$ cat src/rtl/tea_pkg.sv
// rtl/tea_pkg.sv - shared TEA constants, key-word helpers and FSM state type
package tea_pkg;

    localparam logic [31:0] TEA_DELTA          = 32'h9e37_79b9;
    localparam int unsigned TEA_ROUNDS_DEFAULT = 32;

    typedef enum logic [1:0] {
        ST_IDLE = 2'd0,
        ST_RUN  = 2'd1,
        ST_DONE = 2'd2
    } tea_state_e;

    // Decryption walks the key schedule backwards from the sum the encryptor ended on.
    function automatic logic [31:0] tea_init_sum(input logic [31:0] delta,
                                                 input int unsigned rounds);
        return delta * 32'(rounds);
    endfunction

    function automatic logic [31:0] tea_k0(input logic [127:0] key);
        return key[127:96];
    endfunction

    function automatic logic [31:0] tea_k1(input logic [127:0] key);
        return key[95:64];
    endfunction

    function automatic logic [31:0] tea_k2(input logic [127:0] key);
        return key[63:32];
    endfunction

    function automatic logic [31:0] tea_k3(input logic [127:0] key);
        return key[31:0];
    endfunction

endpackage

$ cat src/rtl/tea_dec_iter_if.sv
// rtl/tea_dec_iter_if.sv - block input and plaintext output handshakes of the decryptor
interface tea_dec_iter_if;

    logic         in_valid;
    logic         in_ready;
    logic [63:0]  inBlock64;
    logic [127:0] key;
    logic         out_valid;
    logic         out_ready;
    logic [63:0]  outBlock64;

    modport master (
        output in_valid,
        output inBlock64,
        output key,
        output out_ready,
        input  in_ready,
        input  out_valid,
        input  outBlock64
    );

    modport slave (
        input  in_valid,
        input  inBlock64,
        input  key,
        input  out_ready,
        output in_ready,
        output out_valid,
        output outBlock64
    );

endinterface

$ cat src/rtl/tea_dec_round.sv
// rtl/tea_dec_round.sv - one combinational TEA decryption cycle (v1 first, then v0 from the new v1)
module tea_dec_round
    import tea_pkg::*;
(
    input  logic [31:0]  v0_i,
    input  logic [31:0]  v1_i,
    input  logic [31:0]  sum_i,
    input  logic [127:0] key_i,
    output logic [31:0]  v0_o,
    output logic [31:0]  v1_o
);

    logic [31:0] k0;
    logic [31:0] k1;
    logic [31:0] k2;
    logic [31:0] k3;
    logic [31:0] mix1;
    logic [31:0] mix0;

    assign k0 = tea_k0(key_i);
    assign k1 = tea_k1(key_i);
    assign k2 = tea_k2(key_i);
    assign k3 = tea_k3(key_i);

    assign mix1 = ((v0_i << 4) + k2) ^ (v0_i + sum_i) ^ ((v0_i >> 5) + k3);
    assign v1_o = v1_i - mix1;

    assign mix0 = ((v1_o << 4) + k0) ^ (v1_o + sum_i) ^ ((v1_o >> 5) + k1);
    assign v0_o = v0_i - mix0;

endmodule

$ cat src/rtl/tea_dec_iter.sv
// rtl/tea_dec_iter.sv - iterative TEA decryptor, one round per enabled clock
module tea_dec_iter
    import tea_pkg::*;
#(
    parameter int unsigned ROUNDS = TEA_ROUNDS_DEFAULT,
    parameter logic [31:0] DELTA  = TEA_DELTA
) (
    input  logic          clk,
    input  logic          rst,
    input  logic          ena,
    output logic          busy,
    tea_dec_iter_if.slave bus
);

    localparam int               CNT_W    = (ROUNDS > 1) ? $clog2(ROUNDS) : 1;
    localparam logic [CNT_W-1:0] CNT_LAST = CNT_W'(ROUNDS - 1);
    localparam logic [31:0]      SUM_INIT = tea_init_sum(DELTA, ROUNDS);

    tea_state_e         state_q, state_d;
    logic [31:0]        v0_q, v0_d;
    logic [31:0]        v1_q, v1_d;
    logic [31:0]        sum_q, sum_d;
    logic [127:0]       key_q, key_d;
    logic [CNT_W-1:0]   cnt_q, cnt_d;
    logic [63:0]        out_block_q, out_block_d;
    logic               in_ready_q;
    logic               out_valid_q;
    logic               busy_q;

    logic [31:0]        rnd_v0;
    logic [31:0]        rnd_v1;

    tea_dec_round u_round (
        .v0_i  (v0_q),
        .v1_i  (v1_q),
        .sum_i (sum_q),
        .key_i (key_q),
        .v0_o  (rnd_v0),
        .v1_o  (rnd_v1)
    );

    always_comb begin
        state_d     = state_q;
        v0_d        = v0_q;
        v1_d        = v1_q;
        sum_d       = sum_q;
        key_d       = key_q;
        cnt_d       = cnt_q;
        out_block_d = out_block_q;
        case (state_q)
            ST_IDLE: begin
                if (bus.in_valid) begin
                    v0_d    = bus.inBlock64[63:32];
                    v1_d    = bus.inBlock64[31:0];
                    key_d   = bus.key;
                    sum_d   = SUM_INIT;
                    cnt_d   = '0;
                    state_d = ST_RUN;
                end
            end
            ST_RUN: begin
                v0_d  = rnd_v0;
                v1_d  = rnd_v1;
                sum_d = sum_q - DELTA;
                cnt_d = cnt_q + CNT_W'(1);
                // The plaintext is captured separately so it survives the next accept.
                if (cnt_q == CNT_LAST) begin
                    out_block_d = {rnd_v0, rnd_v1};
                    state_d     = ST_DONE;
                end
            end
            ST_DONE: begin
                if (bus.out_ready) begin
                    state_d = ST_IDLE;
                end
            end
            default: begin
                state_d = ST_IDLE;
            end
        endcase
    end

    // Handshake outputs are registered from the next state so they line up with it.
    always_ff @(posedge clk or negedge rst) begin
        if (!rst) begin
            state_q     <= ST_IDLE;
            v0_q        <= '0;
            v1_q        <= '0;
            sum_q       <= '0;
            key_q       <= '0;
            cnt_q       <= '0;
            out_block_q <= '0;
            in_ready_q  <= 1'b1;
            out_valid_q <= 1'b0;
            busy_q      <= 1'b0;
        end else if (ena) begin
            state_q     <= state_d;
            v0_q        <= v0_d;
            v1_q        <= v1_d;
            sum_q       <= sum_d;
            key_q       <= key_d;
            cnt_q       <= cnt_d;
            out_block_q <= out_block_d;
            in_ready_q  <= (state_d == ST_IDLE);
            out_valid_q <= (state_d == ST_DONE);
            busy_q      <= (state_d == ST_RUN);
        end
    end

    assign bus.in_ready   = in_ready_q;
    assign bus.out_valid  = out_valid_q;
    assign bus.outBlock64 = out_block_q;
    assign busy           = busy_q;

endmodule

$ cat src/flat_wrapper.sv
// flat-port wrapper written by rule: the top's interface ports become plain ports
module tea_dec_iter_flat import tea_pkg::*;
#(
    parameter int unsigned ROUNDS = TEA_ROUNDS_DEFAULT,
    parameter logic [31:0] DELTA  = TEA_DELTA
)
  (clk, rst, ena, busy, bus_in_valid, bus_inBlock64, bus_key, bus_out_ready, bus_in_ready, bus_out_valid, bus_outBlock64);
  tea_dec_iter_if bus_i ();
  input  logic clk;
  input  logic rst;
  input  logic ena;
  output logic busy;
  input wire logic [$bits(bus_i.in_valid)-1:0] bus_in_valid;
  input wire logic [$bits(bus_i.inBlock64)-1:0] bus_inBlock64;
  input wire logic [$bits(bus_i.key)-1:0] bus_key;
  input wire logic [$bits(bus_i.out_ready)-1:0] bus_out_ready;
  output wire logic [$bits(bus_i.in_ready)-1:0] bus_in_ready;
  output wire logic [$bits(bus_i.out_valid)-1:0] bus_out_valid;
  output wire logic [$bits(bus_i.outBlock64)-1:0] bus_outBlock64;
  assign bus_i.in_valid = bus_in_valid;
  assign bus_i.inBlock64 = bus_inBlock64;
  assign bus_i.key = bus_key;
  assign bus_i.out_ready = bus_out_ready;
  assign bus_in_ready = bus_i.in_ready;
  assign bus_out_valid = bus_i.out_valid;
  assign bus_outBlock64 = bus_i.outBlock64;
  tea_dec_iter #(.ROUNDS(ROUNDS), .DELTA(DELTA)) u_core (.clk(clk), .rst(rst), .ena(ena), .busy(busy), .bus(bus_i));
endmodule
$ cat config.mk
export PLATFORM = sky130hd
export DESIGN_NAME = tea_dec_iter_flat
export DESIGN_NICKNAME = d
export VERILOG_FILES = /design/src/rtl/tea_pkg.sv /design/src/rtl/tea_dec_iter_if.sv /design/src/rtl/tea_dec_round.sv /design/src/rtl/tea_dec_iter.sv /design/src/flat_wrapper.sv
export SDC_FILE = /design/constraint.sdc
export NUM_CORES = 1
export LEC_CHECK = 0
export BUFFER_PORTS_ARGS = -buffer_cell sky130_fd_sc_hd__buf_2
export CORE_ASPECT_RATIO = 1.4
export CORE_UTILIZATION = 55
export DETAILED_ROUTE_END_ITERATION = 12
export MAX_ROUTING_LAYER = met4
export PLACE_DENSITY_LB_ADDON = 0.12
export SLEW_MARGIN = 20
export SYNTH_ARGS = -nofsm -noshare
export SYNTH_HDL_FRONTEND = slang
export SYNTH_SLANG_ARGS = --single-unit
$ cat constraint.sdc
create_clock -name clk -period 13.5 [get_ports clk]
set_input_delay 0.675 -clock clk [delete_from_list [all_inputs] [get_ports clk]]
set_output_delay 0.675 -clock clk [all_outputs]
set_load 0.1 [all_outputs]
# [After elaboration in Yosys (flattened, before gate mapping)]
# Cells that the tools add are included.
[totals] regBits=298 latch_bits=0 ramBits=0 mem_bits_ro=0 input_bits=197 out_inout_bits=67 word_cells=48 n_memories=0
[op_classes] addsub=10 multipliers=0 div=0 n_lt_le_gt_ge=0 eq_ne=6 n_shift=0 mux=12 n_bitwise=4 reduce_logical=6
[op_table] cell="case mux 32 bit (2 select lines)" count=3
[op_table] cell="adder 32 bit" count=4
[op_table] cell="bitwise XOR 32 bit" count=4
[op_table] cell="two-way mux 32 bit" count=3
[op_table] cell="adder 27 x 32 -> 32 bit" count=2
[op_table] cell="subtractor 32 bit" count=2
[op_table] cell="subtractor 32 bit, second input constant" count=1
[op_table] cell="case mux 5 bit (2 select lines)" count=1
[op_table] cell="AND reduction 3 bit" count=3
[op_table] cell="two-way mux 2 bit" count=3
[op_table] cell="case mux 2 bit (3 select lines)" count=1
[op_table] cell="adder 5 x 1 -> 5 bit, second input constant" count=1
[op_table] cell="equality test 5 bit, second input constant" count=1
[op_table] cell="two-way mux 5 bit" count=1
[op_table] cell="equality test 2 x 1 -> 1 bit, second input constant" count=2
[op_table] cell="equality test 2 bit, second input constant" count=2
[op_table] cell="logical NOT 2 bit" count=2
[op_table] cell="inequality test 2 bit, second input constant" count=1
[op_table] cell="nonzero test 2 bit" count=1

# [Longest topological paths before layout]
# Gate-level depths: netlist of the first run.
[logic_depth] word_depth=9 ltp_mapped=47 depth_no_buf=47

# [By module]
# From an unflattened synthesis of the first run, not the netlist that was laid out.
[unflattened] hier_cells=2740 area_unflattened_um2=24144.4
[modules_own_cells] mod="tea_dec_iter" instances=1 cells_per_inst=1209 area_per_inst_um2=12433.2 seq_area_each_um2=7458.4
[modules_own_cells] mod="tea_dec_round" instances=1 cells_per_inst=1531 area_per_inst_um2=11711.2 seq_area_each_um2=0.0

# [Least setup slack after synthesis of the first run]
# No wires, ideal clock.
[synth_timing] kind="register to register" from="register u_core.v0_q[1]" to="register u_core.v0_q[31]" setup_ns=0.069 arrival_ns=8.696 t_required_ns=13.431 slack_ns=4.734 stages_incl_launch_ff=43 n_path_buf=0 synth_period_minus_slack_ns=8.766 cell_sequence="dfrtp_1 -> ha_1 -> a21o_1 -> a21oi_2 -> o22ai_1 -> o31a_1 -> a21o_1 -> a21o_1 -> a21o_1 -> a21o_1 -> a221o_1 -> a21o_1 -> a21oi_1 -> xnor2_1 -> ha_1 -> a21o_1 -> nand2_1 -> o21ai_0 -> (+7 left out) -> a41oi_1 -> nor3_1 -> a41oi_1 -> nor2b_1 -> xnor2_1 -> xnor2_1 -> ha_1 -> and2_1 -> or3_1 -> a2111o_1 -> a311oi_1 -> a21oi_1 -> a31oi_1 -> xnor2_1 -> xnor2_1 -> xnor3_2 -> nor3_1 -> nand3b_1"
[synth_via] elab_chain_len=9 word_cells_on_any_way=12 cone_classes="add/sub (7); mux (1); bitwise (4)"
[synth_rtl] element="start: declaration" line="tea_dec_iter.sv:20" source="logic [31:0] v0_q, v0_d;"
[synth_rtl] element="start signal: assignment" line="tea_dec_iter.sv:98" source="v0_q <= v0_d;"
[synth_rtl] element="adder 32 bit" line="tea_dec_round.sv:25" source="assign mix1 = ((v0_i << 4) + k2) ^ (v0_i + sum_i) ^ ((v0_i >> 5) + k3);"
[synth_rtl] element="bitwise XOR 32 bit * (2 in series)" line="tea_dec_round.sv:25"
[synth_rtl] element="subtractor 32 bit *" line="tea_dec_round.sv:26" source="assign v1_o = v1_i - mix1;"
[synth_rtl] element="via u_core.rnd_v1[24]" line="tea_dec_iter.sv:31" source="logic [31:0] rnd_v1;"
[synth_rtl] element="adder 32 bit" line="tea_dec_round.sv:28" source="assign mix0 = ((v1_o << 4) + k0) ^ (v1_o + sum_i) ^ ((v1_o >> 5) + k1);"
[synth_rtl] element="bitwise XOR 32 bit" line="tea_dec_round.sv:28"
[synth_rtl] element="bitwise XOR 32 bit *" line="tea_dec_round.sv:28"
[synth_rtl] element="subtractor 32 bit *" line="tea_dec_round.sv:29" source="assign v0_o = v0_i - mix0;"
[synth_rtl] element="case mux 32 bit (2 select lines) *" line="tea_dec_iter.sv:50" source="case (state_q)"
# Mark *: on every way through the listed nets, which the timed path passes. The rest lies on a longest branch.
# A chain may end at the register's enable or synchronous reset.

# [Worst setup path in the final report of the first run]
# Same ends and word-level chain as after synthesis.

==> results of run 1 <==
-- synth_stat cells (5+ instances only) --
master     instances  share of area, %
nand2_1          558               8.7
xnor2_1          299                11
dfrtp_1          297                31
a21oi_1          288               6.0
ha_1             242                13
o21ai_0          163               3.4
nor2_1           143               2.2
a21o_1           119               3.7
inv_1             80               1.2
clkbuf_1          74               1.2
xor2_1            73               2.7
nor3_1            39              0.81
nand2b_1          37              0.96
nand3_1           36              0.75
o21a_1            35               1.1
o21bai_1          32               1.0
nor2b_1           31              0.81
a211oi_1          29              0.90
nand4_1           22              0.57
and3_1            20              0.52
o21ai_1           20              0.42
a31oi_1           18              0.47
or3_1             14              0.36
o211ai_1          13              0.41
o31ai_1           13              0.41
buf_1             12              0.19
mux2_2            12              0.56
and2_1            11              0.29
a221o_1            9              0.37
o22ai_1            9              0.23
a211o_1            8              0.29
fa_1               8              0.67
a2111oi_0          7              0.25
and4_1             7              0.25
a221oi_1           6              0.22
a31o_2             6              0.22
nand3b_1           6              0.19
a21boi_0           5              0.16
nor4_1             5              0.13
or2_2              5              0.13
-- worst register-to-register path, delay by kind of cell, from the launching register on --
kind / cells / cell delay, ps
AOI/OAI and AO/OA: 20 / 4700
xor gates and xnor gates: 7 / 1790
DFF: 1 / 580
and+or+nand+nor: 10 / 2060
buffers and inverters: 1 / 190
adders and majority gates: 4 / 1290
-- routing by layer --
metal	GRT usage [%]	vias up	part of all wire (%)
li1	-	10560	-
met1	38.77	10510	37
met2	62.07	779	50
met3	3.184	246	4.6
met4	25.76	0	8.1
met5	-	-	0
-- cell type report --
class	count	share of cell area, %
repair buffers	280	5.402
diodes	2	0.01855
clock inverters	9	0.3710
inverters	80	1.113
well taps	552	2.560
multi-input cells	2416	59.45
clock buffers	45	3.441
flip-flops and latches	298	27.64
-- logic make-up (layout without fill, tap and decap cells) --
group                    Yosys count  in the layout  share of synthesized area, %
multiplexers                      14             14                        0.6443
AND/OR/NAND/NOR                  947            947                         17.14
flip-flops                       298            298                         30.97
XOR/XNOR                         376            376                         13.93
buffers and inverters            167            414                         2.608
other                              0              2                             0
AO/OA/AOI/OAI                    829            829                         21.46
adder cells (fa/ha/maj)          250            250                         13.24
-- registers in the layout, indices dropped and copies added, names as in the netlist --
name / flops
u_core.v1_q: 32
u_core.bus.outBlock64: 64
u_core.key_q: 128
u_core.state_q: 2
u_core.busy: 1
u_core.bus.in_ready: 1
u_core.v0_q: 32
u_core.bus.out_valid: 1
u_core.cnt_q: 5
u_core.sum_q: 32
-- worst paths after layout --
| kind | from | slack [ps] | endpoint |
|---|---|---|---|
| hold reg to reg | u_core.bus.outBlock64[37] | 470 | u_core.bus.outBlock64[37] |
| setup / recovery | u_core.v0_q[1] | 2830 | u_core.v0_q[31] |
| hold / removal | rst | 40 | u_core.key_q[66] |
| setup reg to reg | u_core.v0_q[1] | 2830 | u_core.v0_q[31] |
| max in group asynchronous | rst | 12010 | u_core.key_q[29] |
| min in group clk | bus_key[43] | 240 | u_core.key_q[43] |
-- cells in the final DEF (no fill, tap or decap), types with 16 or more instances in the layout --
cell and instances:
nand2b_1 36, ha_1 242, a211oi_1 29, dfrtp_1 297, buf_4 16, buf_2 262
nand4_1 22, nor3_1 39, o21ai_1 19, inv_1 80, o21ai_0 163, o21a_1 35
nor2_1 142, nor2b_1 29, nand3_1 36, and3_1 20, a31oi_1 18, a21oi_1 288
o21bai_1 32, xnor2_1 299, nand2_1 557, clkbuf_16 31, a21o_1 119, xor2_1 73
-- through the flow --
stage / worst slack, ps / utilization, % / instance area, um^2
after floorplan: 4734 / - / 24080
after global placement: 3301 / 60.16 / 25940
after detailed placement: 3064 / 60.16 / 25940
after CTS: 3039 / 62.54 / 26970
after global routing: 2382 / 62.56 / 26980
final: 2832 / 62.56 / 26980
==> metrics.md, run 1 <==
| Metric | Value |
|---|---|
| Status | completed |
| Worst-path fanout max | 7 |
| Logic depth of the worst path, buffers included | 42 |
| Initial Utilization | between 50% and 60% |
| Post-Route WL | 79020 um |
| Initial antenna violation count | 2 |
| Detail Route Antenna Nets | 0 |
| Maximum clock path buffer count | 3 |
| Tcrit/Tclk final | 79.02% |
| I/O pin count | 264 |
| Worst EP required | 14050 ps |
| Drt initial violations | 1208 |
| Area growth syn-to-layout | 12.04% |
| Seq. cell area | 0.007458 mm^2 |
| Row cnt | 90 |
| Unrepaired setup endpoints after global routing | false |
| Core ar. | 0.04313 mm^2 |
| Router iterations before antenna repair | 5 |
| GR Overflow Total | 0 |
| Synth Flop Type | dfrtp_1 |
| Pin count of the biggest net entering global routing | 85 |
| Vias in the first global route | 21610 |
| Async set or reset register ratio after synthesis | 100.0% |
| CTS buffer count | 31 |
| GPL Wtd Cong | 0.9964 |
| Final #Nets | 3554 |
| Actual slew at the worst max-slew pin | 1049 ps |
| Crit path time final | 10670 ps |
| DIE AREA | about 0.045 mm^2 |
| Critical Path Most Common Cell | a21o_1 |
| Critical Path Sink Type | flop |
| Placed insts | approximately 3600 |
| # Post-CTS Setup Buffers | 0 |
| DR vias | 22090 |
| DRC | 0 |
| Syn. warnings | 0 |
| Multi-input combinational cell area | around 0.016 mm^2 |
| Syn avg cell area | 8.359 um^2 |
| Crit path kind | reg2reg |
| Clk sink count | 298 |
| Syn Nets | 3328 |
| Drt via density | 6.001 |
| WP buf/inv | 1 |
| Critical Path Start Type | flop |
| Gate count after technology mapping | 2881 |
| H-tree Lvls | 1 |
| Final setup violation count | 0 |
| CTS tree | built |
| Ratio of cells with drive above 1 in the final layout | 12.15% |
| Non-Filler Instances | 3682 |
| Yosys cell types | 81 |
| GRT Total Usage | 36.23% |
| Clk_lat worst skew | 620 ps |
| Root Driver | clkbuf_16 |
| Seq cells post-synth | 298 |
| CP peak stage delay | 580 ps |
| Chip width | 178.8 um |
| Filler instances | between 3000 and 4000 |
| Arr. time, crit path | 11220 ps |
| Total of max-cap violations | 0 |
| Hold Crit Class | in2async |
| Reg2Reg Depth | between 40 and 50 |
| Hold slack | between 30 and 40 ps |
| Clock transition at path regs | around 60 ps |
| Post-CTS sizing | 0 |
| Routed len/inst | 21.46 um |
| Max-slew violations | 0 |
| IO Port Bufs | 263 |
| Die height | 249.6 um |
| Sum Neg Setup Slack | 0 ps |
| Hold Vio Cnt, Final | 0 |
| Post-DP HPWL | 62170 um |
| Clock skew | about 15 ps |
| EDFF count, synth | 0 |
| CP top delay family | compound AO/OA/AOI/OAI gates |
| Seq/Total Area, Yosys | 30.97% |
| Fmax | 93.74 MHz |
| Hold buffers post-CTS | 0 |
| Mapped cell area | between 0.02 and 0.025 mm^2 |
| Slew HR | 30.08% |
| First-pass GRT wire length | 120100 um |
| Worst path slowest cell | dfrtp_1 |
Power of run 1 is not shown: default switching activity piles up to over one toggle a cycle in this logic, so the estimate is an artifact.
==> run 2: changes to the inputs <==
--- a/config.mk
+++ b/config.mk
@@ -5,6 +5,7 @@
 export SDC_FILE = /design/constraint.sdc
 export NUM_CORES = 1
 export LEC_CHECK = 0
+export ABC_AREA = 1
 export BUFFER_PORTS_ARGS = -buffer_cell sky130_fd_sc_hd__buf_2
 export CORE_ASPECT_RATIO = 1.4
 export CORE_UTILIZATION = 55
==> constraint.sdc (replaced) <==
create_clock -name clk -period 9.2 [get_ports clk]
set_input_delay 0.46 -clock clk [delete_from_list [all_inputs] [get_ports clk]]
set_output_delay 0.46 -clock clk [all_outputs]
set_load 0.1 [all_outputs]
==> run 2 against run 1 <==
  * The run now ends with negative hold slack left
  * Via count grew 12%
  * Non-clock buffer count grew 18
  * Routed wire length grew 12%
  * Critical endpoint unchanged
  * Highest routed layer unchanged
==> metrics.md, run 2 <==
| Metric | Value |
|---|---|
| Slew HR | 31.38% |
| Drt via density | 5.846 |
| Worst path slowest cell | dfrtp_1 |
| Die height | 253.6 um |
| Critical Path Sink Type | flop |
| Row cnt | a little over 90 |
| Max-slew violations | 0 |
| Final #Nets | 4108 |
| Gate count after technology mapping | 3402 |
| Maximum clock path buffer count | 3 |
| Seq cells post-synth | 298 |
| Hold slack | -26.62 ps |
| GRT Total Usage | just under 40% |
| Clock skew | 19.92 ps |
| Status | complete, but fails checks |
| Synth Flop Type | dfrtp_1 |
| Yosys cell types | 60 |
| First-pass GRT wire length | 134600 um |
| Core ar. | 0.04429 mm^2 |
| Crit path kind | reg2reg |
| EDFF count, synth | 0 |
| Share of the synthesized area in the top cell type | about 30% |
| Synth cell count leaders | nand2_1 (1100), dfrtp_1 (297), a21oi_1 (267) |
| Fmax | 116.5 MHz |
| Root Driver | clkbuf_16 |
| CP peak stage delay | about 560 ps |
| IO Port Bufs | 263 |
| Arr. time, crit path | 9040 ps |
| Pin count of the biggest net entering global routing | 115 |
| Unrepaired setup endpoints after global routing | false |
| Ratio of cells with drive above 1 in the final layout | 12.26% |
| Total of max-cap violations | 0 |
| Critical Path Most Common Cell | nand2_1 |
| H-tree Lvls | 2 |
| Number of flip-flops in the largest register | ~130 |
| Clk_lat worst skew | roughly 580 ps |
| Violated checks | negative hold slack |
| Clk sink count | ~300 |
| Synth area leader | dfrtp_1 |
| GPL Wtd Cong | 1.040 |
| Router iterations before antenna repair | 6 |
| Clock transition at path regs | 60 ps |
| Hold Crit Class | in2async |
| Largest cells by area after synthesis | dfrtp_1 (30%), nand2_1 (17%), ha_1 (12%) |
| Mapped cell area | 0.02486 mm^2 |
| Sum Neg Setup Slack | 0 ps |
| Final setup violation count | 0 |
| Most frequent cell after synthesis | nand2_1 |
| I/O pin count | 264 |
| Hold Vio Cnt, Final | 35 |
| Initial antenna violation count | 1 |
| GR Overflow Total | 0 |
| Most common cell after layout, fill and taps aside | nand2_1 |
| Detail Route Antenna Nets | 0 |
| Drt initial violations | 1887 |
| Worst EP required | between 9000 and 10000 ps |
| Reg with most FFs | u_core.key_q |
| CTS tree | built |
| Vias in the first global route | 25040 |
| Critical Path Start Type | flop |
| DRC | 0 |
| Hold buffers post-CTS | 0 |
| Initial Utilization | 56.13% |
| DR vias | around 25000 |
| CTS buffer count | 35 |
| Post-DP HPWL | 69710 um |
| Seq/Total Area, Yosys | 30.00% |
| Routed len/inst | 20.87 um |
| DIE AREA | 0.04607 mm^2 |
| Syn. warnings | 0 |
| Chip width | 181.7 um |
| Syn Nets | ~3800 |
| Worst-path fanout max | 6 |
| Most frequent cells in the layout | nand2_1 (1099), dfrtp_1 (296), a21oi_1 (266) |
| Crit path time final | 8581 ps |
| Actual slew at the worst max-slew pin | 1029 ps |
| Async set or reset register ratio after synthesis | 100.0% |
| Post-Route WL | 88490 um |
| Tcrit/Tclk final | about 93% |
| Area growth syn-to-layout | 12.94% |
| Syn avg cell area | 7.307 um^2 |
==> run 2: critical path, delay by kind of cell, from the launching register on <==
family | cells | cell delay [ps]
compound gates | 11 | 2070
buf+inv | 6 | 610
simple gates | 15 | 2210
flops | 1 | 560
xor+xnor | 7 | 1470
fa+ha+maj | 4 | 1530
==> run 2: what timing repair did <==
action / in CTS / in global routing
setup buffers: 0 / 1
resized for setup: 0 / 9
endpoints found under the hold margin: 0 / 0
setup endpoints to repair: 0 / 2
==> run 2: logic make-up (layout without fill, tap and decap cells) <==
logic type / count (synthesis) / in the layout / synth area share (%)
mux: 1 / 1 / 0.04027
simple gates: 1486 / 1486 / 23.76
flops: 298 / 298 / 30.00
xor+xnor: 339 / 339 / 12.03
buf+inv: 349 / 627 / 5.290
fa+ha+maj: 250 / 250 / 12.82
other cells: 0 / 1 / 0
compound gates: 679 / 679 / 16.05
==> run 2: final timing paths <==
kind / cells after the start / startpoint / slack [ps] / end
max in group asynchronous: 2 / rst / 7710 / u_core.key_q[86]
hold / removal: 1 / rst / -30 / u_core.key_q[4]
min in group clk: 3 / bus_key[69] / 90 / u_core.key_q[69]
setup / recovery: 43 / u_core.v0_q[1] / 620 / u_core.v0_q[31]
setup reg to reg: 43 / u_core.v0_q[1] / 620 / u_core.v0_q[31]
hold reg to reg: 2 / u_core.bus.outBlock64[28] / 480 / u_core.bus.outBlock64[28]
==> run 2: layout make-up <==
class,instances,area (um^2)
Clock inverter,16,214.0
Clock buffer,40,924.6
Inverter,273,1028
Sequential cell,298,7460
Tap cell,558,698.2
Multi-Input combinational cell,2755,16160
Antenna cell,1,2.502
Fill cell,3898,16220
Timing Repair Buffer,298,1589
==> run 2: layer usage <==
layer	wire length, um	part of all wire [%]	track usage (%)
met1	34100	39	45.23
met2	43150	49	67.38
met3	6558	7.4	5.016
met4	4677	5.3	19.95
met5	0	0	-
==> run 2: through the flow <==
stage          cells  utilization [%]  cell area [um^2]  setup slack (ps)
6_report        4239            63.39             28080             618.8
3_5_place_dp    4181            60.68             26880             478.2
2_1_floorplan   3402                -             24860              2154
4_1_cts         4237            63.25             28020             417.1
5_1_grt         4238            63.38             28070             2.673
3_3_place_gp    4181            60.68             26880             485.3
Power of run 2 is left out for the same reason.
